File: config.mk
export PLATFORM = sky130hd
export DESIGN_NAME = pwm_multicanal_flat
export DESIGN_NICKNAME = d
export VERILOG_FILES = /design/src/rtl/pwm_multicanal_if.sv /design/src/rtl/pwm_multicanal.sv /design/src/flat_wrapper.sv
export SDC_FILE = /design/constraint.sdc
export NUM_CORES = 1
export LEC_CHECK = 0
export BUFFER_PORTS_ARGS = -buffer_cell sky130_fd_sc_hd__buf_2
export CAP_MARGIN = 25
export CORE_MARGIN = 3
export CORE_UTILIZATION = 52
export DETAILED_ROUTE_END_ITERATION = 10
export GPL_TIMING_DRIVEN = 0
export MAX_ROUTING_LAYER = met4
export PLACE_DENSITY = 0.72
export SYNTH_ARGS = -nofsm -noshare
export SYNTH_HDL_FRONTEND = slang
export SYNTH_SLANG_ARGS = --single-unit
File: constraint.sdc
create_clock -name clk -period 5.2 [get_ports clk]
set_input_delay 0.52 -clock clk [delete_from_list [all_inputs] [get_ports clk]]
set_output_delay 0.52 -clock clk [all_outputs]
set_load 0.01 [all_outputs]
File: src/rtl/pwm_multicanal_if.sv
// Control/status bundle for the multi-channel PWM generator.
// The master side is the register/switch front end; the slave side is the PWM core.
interface pwm_multicanal_if #(
    parameter int N_CH    = 4,
    parameter int RES     = 8,
    parameter int PRESC_W = 16
);
    logic                  en;
    logic [PRESC_W-1:0]    presc;
    logic [N_CH*RES-1:0]   duty;
    logic [N_CH-1:0]       wr_en;
    logic [N_CH-1:0]       ramp_mode;
    logic [N_CH-1:0]       pwm_o;
    logic                  period_end;
    logic [N_CH-1:0]       ramping;

    modport master (
        output en, presc, duty, wr_en, ramp_mode,
        input  pwm_o, period_end, ramping
    );

    modport slave (
        input  en, presc, duty, wr_en, ramp_mode,
        output pwm_o, period_end, ramping
    );
endinterface

File: src/rtl/pwm_multicanal.sv
// N_CH-channel PWM sharing one prescaler and period counter; duty changes only
// take effect at period boundaries, either directly or as a +/-1 per period fade.
module pwm_multicanal #(
    parameter int N_CH    = 4,
    parameter int RES     = 8,
    parameter int PRESC_W = 16
) (
    input  logic              clk,
    input  logic              rst_n,
    pwm_multicanal_if.slave   bus
);
    // Last count value of a period is MAX-1, i.e. all ones except the LSB.
    localparam logic [RES-1:0]     LAST_CNT = {{(RES-1){1'b1}}, 1'b0};
    localparam logic [RES-1:0]     ONE_RES  = {{(RES-1){1'b0}}, 1'b1};
    localparam logic [PRESC_W-1:0] ONE_PC   = {{(PRESC_W-1){1'b0}}, 1'b1};

    logic [PRESC_W-1:0] pc_r;
    logic [RES-1:0]     cnt_r;
    logic [RES-1:0]     target_r      [N_CH];
    logic [RES-1:0]     active_r      [N_CH];
    logic [RES-1:0]     next_active_s [N_CH];
    logic [N_CH-1:0]    pwm_r;
    logic [N_CH-1:0]    ramping_r;
    logic               period_end_r;
    logic               tick_s;
    logic               boundary_s;

    // Tick and period-boundary detection.
    always_comb begin
        tick_s     = 1'b0;
        boundary_s = 1'b0;
        if (bus.en && (pc_r == bus.presc)) begin
            tick_s     = 1'b1;
            boundary_s = (cnt_r == LAST_CNT);
        end else begin
            tick_s     = 1'b0;
            boundary_s = 1'b0;
        end
    end

    // Per-channel active duty for the next period (direct load or one ramp step).
    always_comb begin
        for (int i = 0; i < N_CH; i++) begin
            next_active_s[i] = active_r[i];
            if (!boundary_s) begin
                next_active_s[i] = active_r[i];
            end else if (!bus.ramp_mode[i]) begin
                next_active_s[i] = target_r[i];
            end else if (active_r[i] < target_r[i]) begin
                next_active_s[i] = active_r[i] + ONE_RES;
            end else if (active_r[i] > target_r[i]) begin
                next_active_s[i] = active_r[i] - ONE_RES;
            end else begin
                next_active_s[i] = active_r[i];
            end
        end
    end

    // Prescaler and period counter; disabling parks both at zero.
    always_ff @(posedge clk or negedge rst_n) begin
        if (!rst_n) begin
            pc_r  <= {PRESC_W{1'b0}};
            cnt_r <= {RES{1'b0}};
        end else if (!bus.en) begin
            pc_r  <= {PRESC_W{1'b0}};
            cnt_r <= {RES{1'b0}};
        end else if (tick_s) begin
            pc_r  <= {PRESC_W{1'b0}};
            cnt_r <= (cnt_r == LAST_CNT) ? {RES{1'b0}} : (cnt_r + ONE_RES);
        end else begin
            pc_r  <= pc_r + ONE_PC;
        end
    end

    // Target/active duty registers; a write coinciding with a boundary lands after it.
    always_ff @(posedge clk or negedge rst_n) begin
        if (!rst_n) begin
            for (int i = 0; i < N_CH; i++) begin
                target_r[i] <= {RES{1'b0}};
                active_r[i] <= {RES{1'b0}};
            end
        end else begin
            for (int i = 0; i < N_CH; i++) begin
                if (bus.wr_en[i]) begin
                    target_r[i] <= bus.duty[i*RES +: RES];
                end
                active_r[i] <= next_active_s[i];
            end
        end
    end

    // Registered outputs: compare, boundary pulse and ramp-in-progress flags.
    always_ff @(posedge clk or negedge rst_n) begin
        if (!rst_n) begin
            pwm_r        <= {N_CH{1'b0}};
            ramping_r    <= {N_CH{1'b0}};
            period_end_r <= 1'b0;
        end else begin
            for (int i = 0; i < N_CH; i++) begin
                pwm_r[i]     <= bus.en && (cnt_r < active_r[i]);
                ramping_r[i] <= (active_r[i] != target_r[i]);
            end
            period_end_r <= boundary_s;
        end
    end

    assign bus.pwm_o      = pwm_r;
    assign bus.ramping    = ramping_r;
    assign bus.period_end = period_end_r;
endmodule

File: src/flat_wrapper.sv
// flat-port wrapper written by rule: the top's interface ports become plain ports
module pwm_multicanal_flat 
#(
    parameter int N_CH    = 4,
    parameter int RES     = 8,
    parameter int PRESC_W = 16
)
  (clk, rst_n, bus_en, bus_presc, bus_duty, bus_wr_en, bus_ramp_mode, bus_pwm_o, bus_period_end, bus_ramping);
  pwm_multicanal_if #(.N_CH(N_CH), .RES(RES), .PRESC_W(PRESC_W)) bus_i ();
  input  logic clk;
  input  logic rst_n;
  input wire logic [$bits(bus_i.en)-1:0] bus_en;
  input wire logic [$bits(bus_i.presc)-1:0] bus_presc;
  input wire logic [$bits(bus_i.duty)-1:0] bus_duty;
  input wire logic [$bits(bus_i.wr_en)-1:0] bus_wr_en;
  input wire logic [$bits(bus_i.ramp_mode)-1:0] bus_ramp_mode;
  output wire logic [$bits(bus_i.pwm_o)-1:0] bus_pwm_o;
  output wire logic [$bits(bus_i.period_end)-1:0] bus_period_end;
  output wire logic [$bits(bus_i.ramping)-1:0] bus_ramping;
  assign bus_i.en = bus_en;
  assign bus_i.presc = bus_presc;
  assign bus_i.duty = bus_duty;
  assign bus_i.wr_en = bus_wr_en;
  assign bus_i.ramp_mode = bus_ramp_mode;
  assign bus_pwm_o = bus_i.pwm_o;
  assign bus_period_end = bus_i.period_end;
  assign bus_ramping = bus_i.ramping;
  pwm_multicanal #(.N_CH(N_CH), .RES(RES), .PRESC_W(PRESC_W)) u_core (.clk(clk), .rst_n(rst_n), .bus(bus_i));
endmodule
==> impl_metrics.ini, run 1 <==
[run_status]
status = finished, final reports clean

[clocking]
ctsResizeCount = 0
cts_tree = done
clockBufferDepth = 2
cts_buffers = 9
clk_latency_ns = 0.35
post-cts-setup-buffer-count = 0
hold_buffers = 0
root_buffer = clkbuf_16
clk_pin_slew_ns = 0.06
numClockSinks = 97
htreeDepth = 3

[route]
first_pass_iters = 9
ant_nets = 0
wl_um = 14550
drc = 0
drt_iter0_markers = 317
viasPerCell = 5.534
post_drt_wl_per_cell_um = 14.71
vias = 5473

[synthesis]
synth-edff-count = 0
yosys-top-cells-area = dfrtp_1, ha_1, xnor2_1
synth_ff_type = dfrtp_1
synth-xor-area-share_pct = 7.184
synth_compound_area_share_pct = 15.58
synth_top_area_share_pct = 36.20
synth_fa_ha_area_share_pct = 18.18
syn-num-nets = 895
syn_area_mm2 = 0.006705
synth_simple_gate_area_share_pct = 14.37
synth_cells = 741
yosysMostFrequentCell = dfrtp_1
synth_area_leader_cell = dfrtp_1
synth_top_family_by_area = adder cells
synth_mux_area_share_pct = 2.911
synth_common_cells = dfrtp_1, ha_1, inv_1
ys_warn_count = 0
ys_ff_latch = 97
seq_area_frac_synth_pct = 36.20
async_flop_share_pct = 100.0
synth_cell_types = 44
syn_avg_cell_area_um2 = 9.049

[grt]
grt_max_degree = 59
first_global_vias = 5669
antenna_found_initial = 0
grt_pass1_wl_um = 25390
gr-total-overflow = 0
grtUsageTotal_pct = 22.23

[setup_path]
crit_type = flop to flop
required_ns = 5.49
ff2ff_setup_slack_ns = 1.74
startpoint_type = flop
endpoint_kind = flop
path_max_fanout = 9
arrival_ns = 3.74

[flow_run]
maxCapViolations = 0

[cells_and_area]
layout.nets = 972
drive_gt1_share_pct = 11.08
antennaDiodeCount = 0
final_util_pct = 61.64
instances_no_fill = 989
area_growth_pct = 13.17

[sta]
finalSetupViolations = 0
fin_crit_sh_pct = 66.45
maxSlewHeadroom_pct = 50.20
rsz0062_at_grt = no
slew_viol_final = 0
hold_viol_final = 0
worst_slack_ns = 1.745
worst_pin_slew_ns = 0.7412
skew_ns = 0.006282
min_period_ns = 3.455
fmax_mhz = 289.4
fin_setup_tns_ns = 0

[worst_hold_path]
hold_class = primary input to async pin

[power_and_ir_drop]
vdd_drop_max_mv = 0.2464
power.leakage_nw = 3.671
powerDensity_mw_per_mm2 = 239.1

[place]
portBuffers = 65
dp_hpwl_um = 11150
gp_congestion = 0.9204
pre_cts_ws_ns = 1.824
dp_cells = 975

[die]
fp-row-count = 40
pin_count = 68
dieWidth_um = 119.6
start_util_pct = 54.46
die_h_um = 119.6
coreArea_mm2 = 0.01231
die_area_mm2 = 0.01429
[state kept, by name, summed over array words and instances (netlist names)]
register / flops
u_core.active_r: 32
u_core.target_r: 32
u_core.pc_r: 16
u_core.cnt_r: 8
u_core.bus.pwm_o: 4
u_core.bus.ramping: 4
u_core.bus.period_end: 1
[power by group]
part           leakage, nW  switching (mW)  internal, mW
combinational         2.31           0.172         0.129
clock                0.157           0.276         0.441
sequential            1.20          0.0152         0.781
[per-stage QoR]
stage               cell area, um2  total power [mW]  hold slack [ns]
floorplan                     6705             1.011           0.2244
global placement              7241             1.087           0.4905
detailed placement            7271             1.109           0.4902
CTS                           7589             1.836           0.1585
global route                  7589             1.911           0.1708
finish                        7589             1.814           0.1450
[critical path, cell delays in order, from the launching register on]
cell and delay [ns]:
dfrtp_1 0.46, ha_1 0.37, nor2b_1 0.14, o211a_1 0.21
o21ai_0 0.16, nand2b_1 0.27, ha_1 0.48, nand3_1 0.10
o211ai_1 0.26, nor4_1 0.09, nor3_1 0.26, xor2_1 0.20
mux2_2 0.35, nand2_1 0.05
[area by class of cell]
class	instances	area [um2]
clock buffers	11	252.7
well taps	168	210.2
multi-input cells	545	3904
inverters	82	307.8
fillers	1067	4723
clock inverters	3	65.06
flip-flops and latches	97	2427
repair buffers	66	355.3
plain buffers	17	66.31
[cell families after synthesis]
logic type,after synthesis
fa+ha+maj,95
compound gates,171
buf+inv,99
simple gates,205
flops,97
mux,19
xor+xnor,55
[final timing paths]
kind | startpoint | endpoint | cells past startpoint
min reg2reg | u_core.pc_r[0] | u_core.pc_r[0] | 1
max reg2reg | u_core.active_r[25] | u_core.active_r[31] | 13
max in group asynchronous | rst_n | u_core.bus.ramping[0] | 2
min | rst_n | u_core.target_r[4] | 1
min in group clk | bus_duty[15] | u_core.target_r[23] | 3
max | u_core.active_r[25] | u_core.active_r[31] | 13
[layout by cell type (no fill, tap or decap), types with 6 or more instances in the layout]
cell type and n:
a211oi_1 8, a21boi_0 7, a21o_1 6, a21oi_1 48, buf_2 66, clkbuf_1 14, clkbuf_16 9, dfrtp_1 97
ha_1 91, inv_1 82, mux2i_1 15, nand2_1 71, nand3_1 25, nand4_1 11, nor2_1 53, nor3_1 13
o211ai_1 13, o21ai_0 59, o21bai_1 8, xnor2_1 39, xor2_1 16
[per-layer routing]
metal / vias up / GRT usage, % / wire length, um
met3: 25 / 5.514 / 640
met5: - / - / 0
met4: 0 / 6.943 / 252
met2: 119 / 37.43 / 7261
li1: 2714 / - / -
met1: 2615 / 26.42 / 6393
Note: power is estimated with default switching activity, not from simulation.
==> run 2, diff against run 1 <==
Settings changed: PLACE_DENSITY 0.72 to 0.74.
Clock period 5.2 ns to 3.1 ns, I/O delays scaled along.
==> run 2 against run 1 <==
Via count up 5.5%. Highest routed layer unchanged. Power up 75%. The flow now finishes with violations (negative setup slack). Combinational power up 110%. Count of clock-buffer cells in the layout up 2. Critical endpoint is now u_core.active_r[23]. Sequential share of layout area down 2.4 points. Register-to-register slack worse by 1.8 ns. Fmax up 10%. Critical path depth unchanged. Clock power up 66%. Critical path type unchanged. Sequential cell count unchanged.
==> impl_metrics.ini, run 2 (synthesis results as in run 1) <==
[power_and_ir_drop]
power.leakage_nw = 3.875
p_switching_mw = 0.8474
comb_power_share_pct = 20.3
p_int_mw = 2.321
vdd_drop_max_mv = 0.3607
pwr-share-clk_pct = 37.6
pwr-share-seq_pct = 42.2
swShare_pct = 26.74
powerDensity_mw_per_mm2 = 384.4

[setup_path]
cpPeakStageDelay_ns = 0.46
slowest_stage = dfrtp_2
cp_cell_sequence = ha_4 > nor2b_4 > o211ai_1 > a21oi_2 > a211o_4 > ha_1 > a21oi_2 > o211ai_1 > nor4_1 > nor3_1 > xnor2_1 > a21boi_1 > a2bb2oi_1
crit_type = flop to flop
timing.rr.end = u_core.active_r[23]
required_ns = 3.33
path_max_fanout = 5
r2r-start = u_core.active_r[17]
arrival_ns = 3.37
reg2regPathDepth = 13
ff2ff_setup_slack_ns = -0.04
endpoint_kind = flop
startpoint_type = flop

[clocking]
cts_tree = done
root_buffer = clkbuf_16
numClockSinks = 97
clk_pin_slew_ns = 0.06
clk_latency_ns = 0.35
htreeDepth = 3
clockBufferDepth = 2
cts_buffers = 9

[route]
viasPerCell = 5.602
drc = 0
vias = 5776
post_drt_wl_per_cell_um = 15.83
wl_um = 16320
first_pass_iters = 4
ant_nets = 0
drt_iter0_markers = 270

[worst_hold_path]
whs_endpoint = u_core.target_r[15]
hold_depth = 3
hold_class = primary input to flop
min-delay-start = bus_duty[23]

[place]
dp_hpwl_um = 11070
gp_congestion = 0.9214
dp_cells = 975
pre_cts_ws_ns = -0.2134
place_area_mm2 = 0.007271
portBuffers = 65

[cells_and_area]
final_cell_mix = dfrtp_1, inv_1, ha_1
area_growth_pct = 22.93
fill_cells = 946
antennaDiodeCount = 0
final_util_pct = 66.95
mostFrequentLayoutCell = dfrtp_1
layout.nets = 1012
stdcell_area_mm2 = 0.008243
instances_no_fill = 1031
top_regs = u_core.active_r x32, u_core.target_r x32, u_core.pc_r x16
drive_gt1_share_pct = 20.97

[die]
coreArea_mm2 = 0.01231
start_util_pct = 54.46
die_area_mm2 = 0.01429
die_h_um = 119.6
dieWidth_um = 119.6
pin_count = 68
fp-row-count = 40

[sta]
maxSlewHeadroom_pct = 41.99
fin_setup_tns_ns = -0.05351
hold_viol_final = 0
finalSetupViolations = 2
fin_crit_sh_pct = 101.3
min_period_ns = 3.141
worst_slack_ns = -0.04060
skew_ns = 0.007015
slew_viol_final = 0
fmax_mhz = 318.4
worst_pin_slew_ns = 0.8635
rsz0062_at_grt = yes

[run_status]
status = complete, but fails checks
violations = negative setup slack

[grt]
first_global_vias = 5672
grt_pass1_wl_um = 25660
antenna_found_initial = 0
gr-total-overflow = 0
grt_max_degree = 58
grtUsageTotal_pct = 22.23

[flow_run]
maxCapViolations = 0
run 2: changes by cell type in the layout (fill, tap and decap cells not counted), sizes merged:
cell / previous run / this run
buf: 69 / 108
clkbuf: 25 / 27
dlygate4sd3: 0 / 1
run 2: worst max-delay path by stage:
stage	cells after the start	slack (ns)	end	start
floorplan	13	0.11	u_core.active_r[31]	u_core.active_r[25]
global route	14	-0.18	u_core.active_r[15]	u_core.active_r[8]
finish	13	-0.04	u_core.active_r[23]	u_core.active_r[17]
global placement	13	-0.14	u_core.active_r[31]	u_core.active_r[25]
CTS	13	0.001	u_core.active_r[14]	u_core.active_r[9]
detailed placement	13	-0.21	u_core.active_r[31]	u_core.active_r[25]
run 2: per-stage QoR:
| stage | power, mW | hold slack (ns) |
|---|---|---|
| after global routing | 3.297 | 0.1733 |
| after global placement | 1.821 | 0.4870 |
| final | 3.168 | 0.1627 |
| after floorplan | 1.696 | 0.01441 |
| after CTS | 3.077 | 0.1595 |
| after detailed placement | 1.860 | 0.3303 |
run 2: per-layer routing:
metal	routed length (um)	GRT usage (%)	share of wire, %	up-vias
li1	-	-	-	2809
met1	7057	27.61	43	2776
met2	8154	36.97	50	145
met3	629	3.205	3.9	46
met4	483	8.590	3.0	0
met5	0	-	0	-
run 2: power groups by stage:
stage	combinational (mW)	clock (mW)	sequential (mW)
floorplan	0.344	0	1.35
global placement	0.464	0	1.36
detailed placement	0.501	0	1.36
CTS	0.542	1.20	1.34
global route	0.708	1.25	1.34
finish	0.642	1.19	1.34
run 2: cell type report:
class / instances / area (um2) / share of cell area [%]
buffer: 17 / 66.31 / 0.8045
clock buffer: 13 / 240.2 / 2.914
clock inverter: 3 / 65.06 / 0.7893
inverter: 82 / 307.8 / 3.734
multi-input combinational: 545 / 4233 / 51.35
sequential: 97 / 2437 / 29.57
tap: 168 / 210.2 / 2.550
timing repair buffer: 106 / 683.2 / 8.288
run 2: what timing repair did:
action | in CTS | in global routing
endpoints found under the setup margin | 8 | 8
hold buffers | 1 | 0
gates resized for setup | 25 | 42
endpoints found under the hold margin | 40 | 0
buffers inserted | 3 | 36
pin swaps | 3 | 48
run 2: worst max-delay path, delay by kind of cell (launching register included):
kind | cells | cell delay (ns)
fa+ha+maj | 2 | 0.54
simple gates | 3 | 0.52
xor+xnor | 1 | 0.23
flops | 1 | 0.46
compound gates | 7 | 1.28
==> run 3, diff against run 2 <==
Settings changed: CTS_BUF_LIST set to sky130_fd_sc_hd__clkbuf_4 sky130_fd_sc_hd__clkbuf_8.
==> run 3 against run 2 <==
Clock skew grew 0.0073 ns. Register-to-register slack gained 0.03 ns. Sequential share of layout area grew 0.14 points. Power shrank 7.8%. Largest cell class unchanged. The run still ends with negative setup slack left. Setup slack gained 0.034 ns. Via count shrank 1.5%. Die area is the same.
==> impl_metrics.ini, run 3 (synthesis results as in run 1) <==
[run_status]
status = complete, but fails checks
violations = negative setup slack

[setup_path]
cp_cell_sequence = ha_4 > nor2b_4 > o211ai_1 > a21oi_2 > a211o_4 > ha_1 > a21oi_2 > o211ai_1 > nor4_1 > nor3_1 > xnor2_1 > a21boi_1 > a2bb2oi_1
required_ns = 3.36
slowest_stage = dfrtp_2
cpPeakStageDelay_ns = 0.46
startpoint_type = flop
endpoint_kind = flop
crit_type = flop to flop
reg2regPathDepth = 13
arrival_ns = 3.37
path_max_fanout = 6

[place]
portBuffers = 65
pre_cts_ws_ns = -0.2134
place_area_mm2 = 0.007271
dp_hpwl_um = 11070
gp_congestion = 0.9214

[cells_and_area]
top_regs = u_core.active_r x32, u_core.target_r x32, u_core.pc_r x16
mostFrequentLayoutCell = dfrtp_1
layout.nets = 1015
drive_gt1_share_pct = 22.06
area_growth_pct = 22.28
fill_cells = 969
final_cell_mix = dfrtp_1, inv_1, ha_1
final_util_pct = 66.60
antennaDiodeCount = 0
stdcell_area_mm2 = 0.008199

[route]
ant_nets = 0
post_drt_wl_per_cell_um = 15.63
vias = 5689
drt_iter0_markers = 282
first_pass_iters = 4
viasPerCell = 5.502
wl_um = 16160
drc = 0

[die]
dieWidth_um = 119.6
pin_count = 68
die_area_mm2 = 0.01429
die_h_um = 119.6
fp-row-count = 40
start_util_pct = 54.46
coreArea_mm2 = 0.01231

[grt]
gr-total-overflow = 0
grt-busiest-layer = met2
grt_max_degree = 58
first_global_vias = 5648
use_met1_pct = 26.79
grtUsageTotal_pct = 22.11
grt_pass1_wl_um = 25580
grtUsageMet3_pct = 4.288
met2_usage_pct = 37.22
antenna_found_initial = 0

[power_and_ir_drop]
powerDensity_mw_per_mm2 = 356.3
vdd_drop_max_mv = 0.3077
power.leakage_nw = 3.857

[clocking]
clk_pin_slew_ns = 0.09
htreeDepth = 3
clockBufferDepth = 2
root_buffer = clkbuf_8
cts_tree = done
numClockSinks = 97
clk_latency_ns = 0.38
cts_buffers = 9

[sta]
min_period_ns = 3.106
fmax_mhz = 321.9
fin_crit_sh_pct = 100.2
finalSetupViolations = 1
rsz0062_at_grt = yes
worst_slack_ns = -0.006401
hold_viol_final = 0
worst_pin_slew_ns = 0.5563
maxSlewHeadroom_pct = 62.64
skew_ns = 0.01432
slew_viol_final = 0

[worst_hold_path]
hold_depth = 3
hold_class = primary input to flop

[flow_run]
maxCapViolations = 0
## run 3: cell types whose count changed in the layout (fill, tap and decap cells not counted), moves of 2 or more
cell	delta
buf_6	+2
clkbuf_4	+4
clkbuf_1	-4
clkbuf_16	-9
clkbuf_8	+9
## run 3: final timing paths
path                                           from             endpoint  slack, ns
worst min-delay path                   bus_duty[28]   u_core.target_r[4]       0.13
worst min register to register       u_core.pc_r[0]       u_core.pc_r[0]       0.53
max in group asynchronous                     rst_n  u_core.active_r[31]       1.97
min in group asynchronous                     rst_n   u_core.target_r[4]       0.45
worst max-delay path            u_core.active_r[17]  u_core.active_r[23]     -0.006
worst max register to register  u_core.active_r[17]  u_core.active_r[23]     -0.006
## run 3: worst max-delay path: cells and delay by family, from the launching register on
| kind | cells | cell delay (ns) |
|---|---|---|
| xor+xnor | 1 | 0.22 |
| compound gates | 7 | 1.24 |
| simple gates | 3 | 0.52 |
| flops | 1 | 0.46 |
| fa+ha+maj | 2 | 0.54 |
## run 3: final cells by class
class	count	area (um2)	area share [%]
multi-input combinational	545	4247	51.79
sequential	97	2436	29.71
timing repair buffer	109	713.2	8.698
inverter	82	307.8	3.754
tap	168	210.2	2.564
clock buffer	13	153.9	1.877
buffer	17	66.31	0.8088
clock inverter	3	65.06	0.7935
## run 3: repair_timing
item                                    in CTS  in global routing
pin swaps                                    3                 47
hold buffers                                 1                  0
gates cloned                                 0                  0
setup buffers                                3                 39
endpoints found under the hold margin       40                  0
resized for setup                           25                 46
endpoints found under the setup margin       8                 10
## run 3: routing by layer
layer  vias up  part of all wire [%]
met2       126                    50
met3        28                   3.7
met5         -                     0
met4         0                   2.0
met1      2729                    44
li1       2806                     -
## run 3: per-stage QoR
step | cells | hold WS, ns | TNS [ns] | total power, mW
detailed placement | 975 | 0.3303 | -1.250 | 1.860
global route | 1034 | 0.1358 | -0.5853 | 3.045
global placement | 974 | 0.4870 | -0.5511 | 1.821
floorplan | 741 | 0.01441 | 0 | 1.696
CTS | 995 | 0.1254 | -0.01884 | 2.824
finish | 1034 | 0.1320 | -0.006401 | 2.922
## run 3: report_power, final
group | internal, mW | switching, mW
Sequential | 1.31 | 0.0276
Combinational | 0.310 | 0.337
Clock | 0.491 | 0.449
Total | 2.11 | 0.814
